**src/rtl/intdiv_pkg.sv**
```systemverilog
// Shared FSM state encodings and named polarity constants for the sequential divider.
package intdiv_pkg;
    typedef logic [2:0] state_t;

    localparam state_t IDLE = 3'd0;
    localparam state_t PREP = 3'd1;
    localparam state_t ITER = 3'd2;
    localparam state_t FIX  = 3'd3;
    localparam state_t DONE = 3'd4;

    localparam logic ON       = 1'b1;
    localparam logic OFF      = 1'b0;
    localparam logic NEGATIVE = 1'b1;
    localparam logic POSITIVE = 1'b0;
endpackage

```
**src/rtl/intdiv_divstep.sv**
```systemverilog
// One combinational non-restoring division step on an (N+1)-bit partial remainder.
module intdiv_divstep
    import intdiv_pkg::*;
#(
    parameter int N = 8
) (
    input  logic [N:0]   p,
    input  logic [N-1:0] q,
    input  logic [N-1:0] d,
    output logic [N:0]   p_next,
    output logic [N-1:0] q_next
);
    logic [N:0] shifted;
    logic [N:0] dext;

    always_comb begin
        shifted = {p[N-1:0], q[N-1]};
        dext    = {1'b0, d};
        // Sign of the running remainder picks add or subtract; wrap in N+1 bits is harmless.
        p_next  = (p[N] == NEGATIVE) ? shifted + dext : shifted - dext;
        q_next  = {q[N-2:0], ~p_next[N]};
    end
endmodule

```
**src/rtl/intdiv_seqdiv.sv**
```systemverilog
// Multi-cycle signed/unsigned integer divider, STEPS quotient bits per clock.
// Optional divide-by-zero detection with output dbz under INTDIV_DIVZERO_EN.
module intdiv_seqdiv
    import intdiv_pkg::*;
#(
    parameter int N     = 8,
    parameter int STEPS = 1
) (
    input  logic         clock,
    input  logic         reset,
    input  logic         in_valid,
    output logic         in_ready,
    input  logic [N-1:0] x,
    input  logic [N-1:0] y,
    input  logic         sgn,
    output logic         out_valid,
    input  logic         out_ready,
    output logic [N-1:0] z,
    output logic [N-1:0] r
`ifdef INTDIV_DIVZERO_EN
    ,
    output logic         dbz
`endif
);
    localparam int ITERS = N / STEPS;
    localparam int CW    = $clog2(ITERS + 1);

    state_t         state;
    logic [N-1:0]   xr, yr;
    logic           sr;
    logic [N:0]     pr;
    logic [N-1:0]   qr, dr;
    logic           zneg, rneg;
    logic [CW-1:0]  cnt;

    logic [STEPS:0][N:0]   p_ch;
    logic [STEPS:0][N-1:0] q_ch;
    logic [N:0]            rem_fix;
    logic [N-1:0]          z_fix, r_fix;

    function automatic logic [N-1:0] mag(input logic [N-1:0] v, input logic s);
        return (s && v[N-1]) ? -v : v;
    endfunction

    assign in_ready = (state == IDLE);

    assign p_ch[0] = pr;
    assign q_ch[0] = qr;

    for (genvar g = 0; g < STEPS; g++) begin : g_step
        intdiv_divstep #(.N(N)) u_step (
            .p      (p_ch[g]),
            .q      (q_ch[g]),
            .d      (dr),
            .p_next (p_ch[g+1]),
            .q_next (q_ch[g+1])
        );
    end

    always_comb begin
        rem_fix = (pr[N] == NEGATIVE) ? pr + {1'b0, dr} : pr;
        z_fix   = zneg ? -qr : qr;
        r_fix   = rneg ? -rem_fix[N-1:0] : rem_fix[N-1:0];
    end

    // Datapath: operands are captured at accept so later input changes cannot leak in.
    always_ff @(posedge clock) begin
        case (state)
            IDLE: if (in_valid) begin
                xr <= x;
                yr <= y;
                sr <= sgn;
            end
            PREP: begin
                qr   <= mag(xr, sr);
                dr   <= mag(yr, sr);
                pr   <= '0;
                zneg <= sr & (xr[N-1] ^ yr[N-1]);
                rneg <= sr & xr[N-1];
                cnt  <= '0;
            end
            ITER: begin
                pr  <= p_ch[STEPS];
                qr  <= q_ch[STEPS];
                cnt <= cnt + 1'b1;
            end
            default: ;
        endcase
    end

    always_ff @(posedge clock) begin
        if (reset) begin
            state     <= IDLE;
            out_valid <= OFF;
            z         <= '0;
            r         <= '0;
`ifdef INTDIV_DIVZERO_EN
            dbz       <= OFF;
`endif
        end else begin
            case (state)
                IDLE: if (in_valid) state <= PREP;
                PREP: begin
`ifdef INTDIV_DIVZERO_EN
                    state <= (yr == '0) ? DONE : ITER;
`else
                    state <= ITER;
`endif
                end
                ITER: if (cnt == CW'(ITERS - 1)) state <= FIX;
                FIX: begin
                    z         <= z_fix;
                    r         <= r_fix;
                    out_valid <= ON;
                    state     <= DONE;
`ifdef INTDIV_DIVZERO_EN
                    dbz       <= OFF;
`endif
                end
                DONE: begin
`ifdef INTDIV_DIVZERO_EN
                    // Divide-by-zero arrives from PREP with outputs not yet loaded.
                    if (!out_valid) begin
                        z         <= '1;
                        r         <= xr;
                        dbz       <= ON;
                        out_valid <= ON;
                    end else
`endif
                    if (out_ready) begin
                        out_valid <= OFF;
                        state     <= IDLE;
                    end
                end
                default: state <= IDLE;
            endcase
        end
    end
endmodule

```
**config.mk**
```make
export PLATFORM = sky130hd
export DESIGN_NAME = intdiv_seqdiv
export DESIGN_NICKNAME = d
export VERILOG_FILES = /design/src/rtl/intdiv_pkg.sv /design/src/rtl/intdiv_divstep.sv /design/src/rtl/intdiv_seqdiv.sv
export SDC_FILE = /design/constraint.sdc
export NUM_CORES = 1
export LEC_CHECK = 0
export CAP_MARGIN = 5
export CORE_UTILIZATION = 52
export CTS_CLUSTER_SIZE = 20
export DETAILED_ROUTE_END_ITERATION = 7
export PLACE_DENSITY = 0.77
export SLEW_MARGIN = 25
export SYNTH_ARGS = -nofsm -noshare
export SYNTH_HDL_FRONTEND = slang
export SYNTH_SLANG_ARGS = --single-unit
```
**constraint.sdc**
```tcl
create_clock -name clock -period 3.2 [get_ports clock]
set_clock_uncertainty 0.15 [all_clocks]
set_input_delay 0.64 -clock clock [delete_from_list [all_inputs] [get_ports clock]]
set_output_delay 0.64 -clock clock [all_outputs]
set_load 0.005 [all_outputs]
```
=== After elaboration in Yosys (flattened, before gate mapping) ===
Index checks and enable logic that the tools add are counted.

* Word-level logic and storage cells: 56
* Output and inout port bits: 18
* Register bits after elaboration: 68
* Input port bits: 21

* Eq/ne operators: 8
* Reductions and logical operators: 8
* Multiplexer cells: 15
* Bitwise operators: 4
* Add/subtract/negate cells: 8

{| class="wikitable"
|+ Operators by type and width
! cell !! count
|-
| $mux W8 || 5
|-
| $neg A8 Y8 || 4
|-
| $pmux W9 S2 || 1
|-
| $pmux W8 S2 || 1
|-
| $pmux W3 S5 || 1
|-
| $add A9 B8 Y9 || 1
|-
| $mux W3 || 3
|-
| $mux W9 || 1
|-
| $sub A9 B8 Y9 || 1
|-
| $add A8 B8 Y8 || 1
|-
| $pmux W4 S2 || 1
|-
| $eq A3 B2 Y1 const B || 2
|-
| $ne A2 B2 Y1 const B || 3
|-
| $add A4 B1 Y4 const B || 1
|-
| $eq A4 B3 Y1 const B || 1
|-
| $reduce_and A2 Y1 || 2
|-
| $reduce_bool A2 Y1 || 2
|-
| $eq A3 B1 Y1 const B || 1
|-
| $eq A3 B3 Y1 const B || 1
|-
| $logic_not A3 Y1 || 1
|-
| $reduce_and A3 Y1 || 1
|-
| $and A1 B1 Y1 || 2
|-
| $logic_and A1 B1 Y1 || 2
|-
| $pmux W1 S2 || 1
|-
| other kinds (3) || 3
|}

=== Depth between registers and ports, before layout ===
Gate-level depths: netlist of run 1.

* Word-level depth: 4
* Gate-level depth with buffers: 13
* Gate-level depth less buffers: 13

=== Hierarchy ===
From an unflattened synthesis of run 1, not the netlist that was laid out.

* Cell total of the unflattened synthesis: 388
* Area, all modules: 3998.8 um^2

{| class="wikitable"
|+ Modules (own cells, without submodules)
! module !! sequential area each (um^2) !! cells an instance !! area an instance (um^2) !! instances
|-
| intdiv_seqdiv || 1841.8 || 309 || 3389.5 || 1
|-
| intdiv_divstep || 0.0 || 79 || 609.3 || 1
|}

=== Least setup slack after synthesis of run 1 ===
OpenSTA, ideal clock, no wires.

* Kind: reg2reg
* From: register pr[8]
* To: register qr[0], data pin
* Setup time: 0.262 ns
* Arrival time: 3.122 ns
* Buffers on the path: 2
* Stages on the path, launching flop included: 12
* Required time: 2.788 ns
* Clock period less this slack: 3.534 ns
* Path slack: -0.334 ns
* Path through: edfxtp_1 buf_2 buf_1 mux2_2 fa_1 a21o_1 a21oi_1 o21bai_1 a2111oi_0 nor3_1 xor2_1 mux2_1

* Cells in the longest elaborated chain, start to end: 3

{| class="wikitable"
|+ RTL lines
! what !! RTL line !! text
|-
| from (decl) || intdiv_seqdiv.sv:31 || <nowiki>logic [N:0] pr;</nowiki>
|-
| from (signal assigned) || intdiv_seqdiv.sv:83 || <nowiki>pr <= p_ch[STEPS];</nowiki>
|-
| $mux W9 || intdiv_divstep.sv:20 || <nowiki>p_next = (p[N] == NEGATIVE) ? shifted + dext : shifted - dext;</nowiki>
|-
| $not A1 Y1 || intdiv_divstep.sv:21 || <nowiki>q_next = {q[N-2:0], ~p_next[N]};</nowiki>
|-
| $pmux W8 S2 || intdiv_seqdiv.sv:68 || <nowiki>case (state)</nowiki>
|-
| to (signal assigned) || intdiv_seqdiv.sv:75 || <nowiki>qr <= mag(xr, sr);</nowiki>
|-
| to (signal assigned) || intdiv_seqdiv.sv:84 || <nowiki>qr <= q_ch[STEPS];</nowiki>
|-
| to (decl) || intdiv_seqdiv.sv:32 || <nowiki>logic [N-1:0] qr, dr;</nowiki>
|}

Every way passes these cells.
A chain may end at the register's enable or synchronous reset.

=== Final worst setup path of run 1 ===
* From: register dr[0]
* To: register qr[0], data pin

* Cells in the longest elaborated chain, start to end: 4
* Elaborated cells between the ends (all ways): 5
* Those cells by class: 2 x add/sub; 2 x mux; 1 x bitwise

{| class="wikitable"
|+ RTL lines
! what !! RTL line !! text
|-
| from (decl) || intdiv_seqdiv.sv:32 ||
|-
| from (signal assigned) || intdiv_seqdiv.sv:76 || <nowiki>dr <= mag(yr, sr);</nowiki>
|-
| $sub A9 B8 Y9 or $add A9 B8 Y9 (tied branches) || intdiv_divstep.sv:20 ||
|-
| $mux W9 * || intdiv_divstep.sv:20 ||
|-
| $not A1 Y1 * || intdiv_divstep.sv:21 ||
|-
| $pmux W8 S2 * || intdiv_seqdiv.sv:68 ||
|}

Mark *: on every way between the ends. The rest lies on a longest branch, timed or not.

==> run metrics, run 1 <==
Crit path required time 3.14 ns; die width roughly 88 um; combinational fraction of design power 25.6%; r2r endpoint qr[0]; WL/cell 14.6 um; Antenna Nets Post-Route 0; initial antenna violation count 0; GRT overflow 0; r2r setup slk approximately 0.11 ns; syn_nets 418; CTS max path bufs 2; final hold slack between 0.3 and 0.4 ns; gpl congestion 0.925; crit path kind reg -> reg; most common cell after layout, fill and taps aside nor2_1; CP Max Fanout 2; vias in the first global route between 2k and 3k; reg2reg path depth 11; first-pass GRT wire length roughly 13000 um; clock share of power 30.8%; min cycle time layout 3.09 ns; mapped cell area between 3000 and 4000 um2; Max Transition Viols Final 0; Distinct cells, synth 47; H-tree depth 3; final setup vio count 0; Hold Path Sink r[5]; share of post-route cells with drive strength above 1 8.90%; max-cap viol count 0; die footprint 7680 um2; Sequential Power Share 43.6%; Top FF cell, synth edfxtp_1; Async SR Flop Fraction 0%; area grow syn2layout 20.6%; Fmax 323 MHz; core outline area 6940 um2; Leak approximately 1.7 nW; commonest non-fill, non-tap cells in the layout nor2_1, edfxtp_1, clkdlybuf4s50_1; Total GRT Usage 22.0%; Pint approximately 0.0018 W; Synth warnings 0; sw power 0.000746 W; CP arrival 3.03 ns; largest net degree at the start of global routing 22; status completed; Reg-to-Reg Start dr[0]; Core Util, Final roughly two thirds; first-pass iteration count of the detailed router 4; DRT Wirelength approximately 7600 um; Hold Startpoint r[5]; pwr/cell area 561 nW/um2; sequential element share of the synthesized area 48.3%; crit path launch type register; Layout Nets 466; Worst Hold Class reg -> reg; Final Hold Viols 0; EDFF count, synth 48; DR DRC count 0; DR vias 2836; switch share 28.9%; Root Buffer clkbuf_8; syn avg cell area 10.2 um2; cells after synthesis around 370; # diodes 0; # rows 30; worst slew pin tran roughly 0.77 ns; TritonCTS clock tree done; slew margin rel. 48.4%; origin of the worst setup path dr[0]; # port buffers 38; Worst setup EP type register; hold depth 2; final worst path period share 96.6%; Detailed Route Iter0 Violations a little under 200; Num CTS Buffers 9; Initial Util 54.9%; TritonCTS Sinks 68; Clock Latency Late Sink 0.34 ns; die height 87.7 um; worst vdd ir 0.357 mV; Worst-path clk slew about 0.070 ns; Top Ports 39; Seq cells post-synth 68; via/cell ratio 5.42; placed wire-length estimate 5690 um
## stage by stage
stage | area (um2) | cells | TNS, ns | setup slack [ns] | power, W
final | 4600 | 523 | 0 | 0.108 | 0.00258
after global routing | 4600 | 523 | -0.0425 | -0.0425 | 0.00273
after CTS | 4570 | 522 | 0 | 0.00158 | 0.00259
after detailed placement | 4340 | 506 | 0 | 0.0190 | 0.00178
after global placement | 4340 | 506 | 0 | 0.0558 | 0.00176
after floorplan | 3830 | 374 | 0 | 0.00118 | 0.00160
## state kept, by name, indices dropped and copies added, names as in the netlist
register,cells
z,8
dr,8
out_valid,1
zneg,1
sr,1
qr,8
yr,8
xr,8
r,8
pr,9
rneg,1
cnt,4
state,3
## worst max-delay path by stage
stage          slack [ns]    end  cells past startpoint
2_1_floorplan       0.001  qr[0]                     11
3_3_place_gp         0.06  qr[0]                     11
3_5_place_dp         0.02  qr[0]                     11
4_1_cts             0.002  qr[0]                     11
5_1_grt             -0.04  qr[0]                     11
6_report             0.11  qr[0]                     11
## per-layer routing
metal | vias up | track usage, % | wire length (um)
met4 | 0 | 7.60 | 89
li1 | 1438 | - | -
met2 | 68 | 37.6 | 3820
met3 | 10 | 5.47 | 324
met1 | 1320 | 27.1 | 3380
met5 | - | 0 | 0
## cell usage after synthesis, types with 2 or more instances
library cell | instances | area (um2)
nor2_1 | 56 | 210
edfxtp_1 | 48 | 1440
a21oi_1 | 27 | 135
nand2_1 | 27 | 101
ha_1 | 21 | 263
xor2_1 | 21 | 184
dfxtp_1 | 20 | 400
xnor2_1 | 19 | 166
inv_1 | 18 | 67.6
a211oi_1 | 14 | 105
o21ai_0 | 11 | 55.1
clkbuf_1 | 9 | 33.8
nor3_1 | 9 | 45.0
mux2i_1 | 5 | 50.1
nor4_1 | 5 | 31.3
o31ai_1 | 5 | 37.5
a31oi_1 | 4 | 25.0
and3_1 | 4 | 25.0
nand3_1 | 4 | 20.0
nand3b_1 | 4 | 30.0
a21o_1 | 3 | 22.5
mux2_2 | 3 | 33.8
nand2b_1 | 3 | 18.8
nor2b_1 | 3 | 18.8
o21ai_1 | 3 | 15.0
and2_1 | 2 | 12.5
fa_1 | 2 | 40.0
o211ai_1 | 2 | 15.0
o21a_1 | 2 | 15.0
o21bai_1 | 2 | 15.0
or3_1 | 2 | 12.5
## power by group through the flow
| stage | Clock [W] | Combinational (W) | Sequential (W) |
|---|---|---|---|
| final | 0.000796 | 0.000662 | 0.00112 |
| after global routing | 0.000851 | 0.000741 | 0.00113 |
| after CTS | 0.000819 | 0.000645 | 0.00112 |
| after detailed placement | 0 | 0.000639 | 0.00114 |
| after global placement | 0 | 0.000621 | 0.00114 |
| after floorplan | 0 | 0.000489 | 0.00112 |
## layout make-up
type	count	area, um2
Fill cell	541	2340
Inverter	18	67.6
Sequential cell	68	1840
Clock buffer	12	155
Timing Repair Buffer	48	455
Multi-Input combinational cell	277	1890
Tap cell	96	120
Clock inverter	4	72.6
## timing repair
item / CTS / global route
hold buffers: 0 / 0
setup buffers: 0 / 1
resized for setup: 0 / 6
endpoints found under the setup margin: 0 / 1
endpoints found under the hold margin: 0 / 0
## worst max-delay path, cell delays in order, from the launching register on
cell,delay [ns]
edfxtp_1,0.40
inv_1,0.08
ha_1,0.22
mux2_4,0.29
fa_2,0.34
a21o_1,0.21
a21oi_2,0.16
o21bai_2,0.09
a2111oi_2,0.35
nor3_1,0.10
xor2_1,0.16
mux2_1,0.30
## cells by family (layout without fill, tap and decap cells)
kind of cell	after synthesis	count (layout)	share of synthesized area [%]
and+or+nand+nor	123	123	14.7
AOI/OAI and AO/OA	81	81	13.9
DFF	68	68	48.3
xor gates and xnor gates	41	41	9.81
buffers and inverters	29	82	2.89
adders and majority gates	23	23	7.94
muxes	9	9	2.49
(Power assumes the default switching activity.)
==> run 2: changes to the inputs <==
Settings changed: SLEW_MARGIN 25 to 40.
==> run metrics, run 2 (synthesis results as in run 1) <==
status completed; # rows 30; first-pass iteration count of the detailed router 4; Num CTS Buffers 9; r2r setup slk 0.11 ns; GR peak layer met2; Reg-to-Reg Start dr[0]; met2 usage 37.6%; pwr/cell area 561 nW/um2; crit path launch type register; core outline area 6940 um2; TritonCTS Sinks between 60 and 70; worst vdd ir around 0.36 mV; placed wire-length estimate roughly 5700 um; slew margin rel. 49.4%; area of the multi-input gates 1890 um2; Final WS setup 0.110 ns; worst slew pin tran approximately 0.76 ns; max reg flops 9; dpl cell area around 4300 um2; final instance area approximately 4600 um2; Hold Startpoint r[5]; Layout Nets ~470; Worst-path clk slew roughly 0.070 ns; Crit path required time approximately 3.1 ns; final hold slack 0.307 ns; initial antenna violation count 0; # port buffers 38; reg2reg path depth 11; Initial Util 54.9%; r2r endpoint qr[0]; Root Buffer clkbuf_8; DR vias 2842; final setup vio count 0; max-cap viol count 0; Fmax 324 MHz; final worst path period share 96.6%; Hold Path Sink r[5]; DRT Wirelength 7620 um; CP arrival between 3 and 4 ns; Top Ports 39; die height 87.7 um; filler cell count 541; share of post-route cells with drive strength above 1 9.13%; most common cell after layout, fill and taps aside nor2_1; vias in the first global route 2859; routing usage on met3 ~5.5%; commonest non-fill, non-tap cells in the layout nor2_1, edfxtp_1, clkdlybuf4s50_1; min cycle time layout 3.09 ns; flip-flop and latch area roughly 1800 um2; largest net degree at the start of global routing 22; # diodes 0; Detailed Route Iter0 Violations ~180; Total GRT Usage 22.0%; gpl congestion between 0.9 and 1; CP Max Fanout 2; WL/cell around 15 um; DR DRC count 0; area grow syn2layout 20.7%; TritonCTS clock tree done; GRT met1 Usage between 20% and 30%; CTS max path bufs 2; die footprint 7680 um2; GRT overflow 0; die width 87.7 um; H-tree depth 3; hold depth 2; Worst Hold Class reg -> reg; Placement Setup Slack 0.0190 ns; crit path kind reg -> reg; Core Util, Final about two thirds; Leak 1.75 nW; Antenna Nets Post-Route 0; Final Hold Viols 0; Worst setup EP type register; Max Transition Viols Final 0; Clock Latency Late Sink 0.34 ns; Biggest register pr; first-pass GRT wire length approximately 13000 um; via/cell ratio 5.43
==> run 2: power by group <==
| part | switching (W) | internal [W] | leakage [nW] |
|---|---|---|---|
| sequential | 0.0000813 | 0.00104 | 0.618 |
| clock | 0.000313 | 0.000481 | 0.114 |
| combinational | 0.000349 | 0.000312 | 1.01 |
==> run 2: worst max path at each step <==
stage	slack, ns	end	start	cells after the start
final	0.11	qr[0]	dr[0]	11
after CTS	0.002	qr[0]	dr[0]	11
after global routing	-0.02	qr[0]	dr[0]	11
after floorplan	0.001	qr[0]	pr[8]	11
after detailed placement	0.02	qr[0]	dr[0]	11
after global placement	0.06	qr[0]	dr[0]	11
==> run 2: area by class of cell <==
cell class / count / area share, %
timing repair buffer: 48 / 9.89
sequential: 68 / 40.0
clock buffer: 12 / 3.37
inverter: 18 / 1.47
tap: 96 / 2.61
multi-input combinational: 277 / 41.1
clock inverter: 4 / 1.58
==> run 2: critical path, cell delays in order, from the launching register on <==
cell and delay (ns):
edfxtp_1 0.40, inv_1 0.08, ha_1 0.22, mux2_4 0.29
fa_2 0.34, a21o_1 0.21, a21oi_2 0.16, o21bai_2 0.09
a2111oi_2 0.35, nor3_1 0.10, xor2_1 0.16, mux2_1 0.30
==> run 2: repair_timing <==
item | in CTS | in global routing
endpoints found under the hold margin | 0 | 0
gates resized for setup | 0 | 6
buffers inserted | 0 | 1
setup endpoints to repair | 0 | 1
hold buffers | 0 | 0
==> run 2: per-layer routing <==
| metal | vias to the layer above | routed length [um] |
|---|---|---|
| met4 | 0 | 150 |
| met3 | 16 | 284 |
| met1 | 1326 | 3380 |
| met2 | 65 | 3810 |
| met5 | - | 0 |
| li1 | 1435 | - |
==> run 2: through the flow <==
step | TNS, ns | power, W | instances
4_1_cts | 0 | 0.00259 | 522
3_3_place_gp | 0 | 0.00176 | 506
3_5_place_dp | 0 | 0.00178 | 506
5_1_grt | -0.0183 | 0.00273 | 523
6_report | 0 | 0.00258 | 523
2_1_floorplan | 0 | 0.00160 | 374
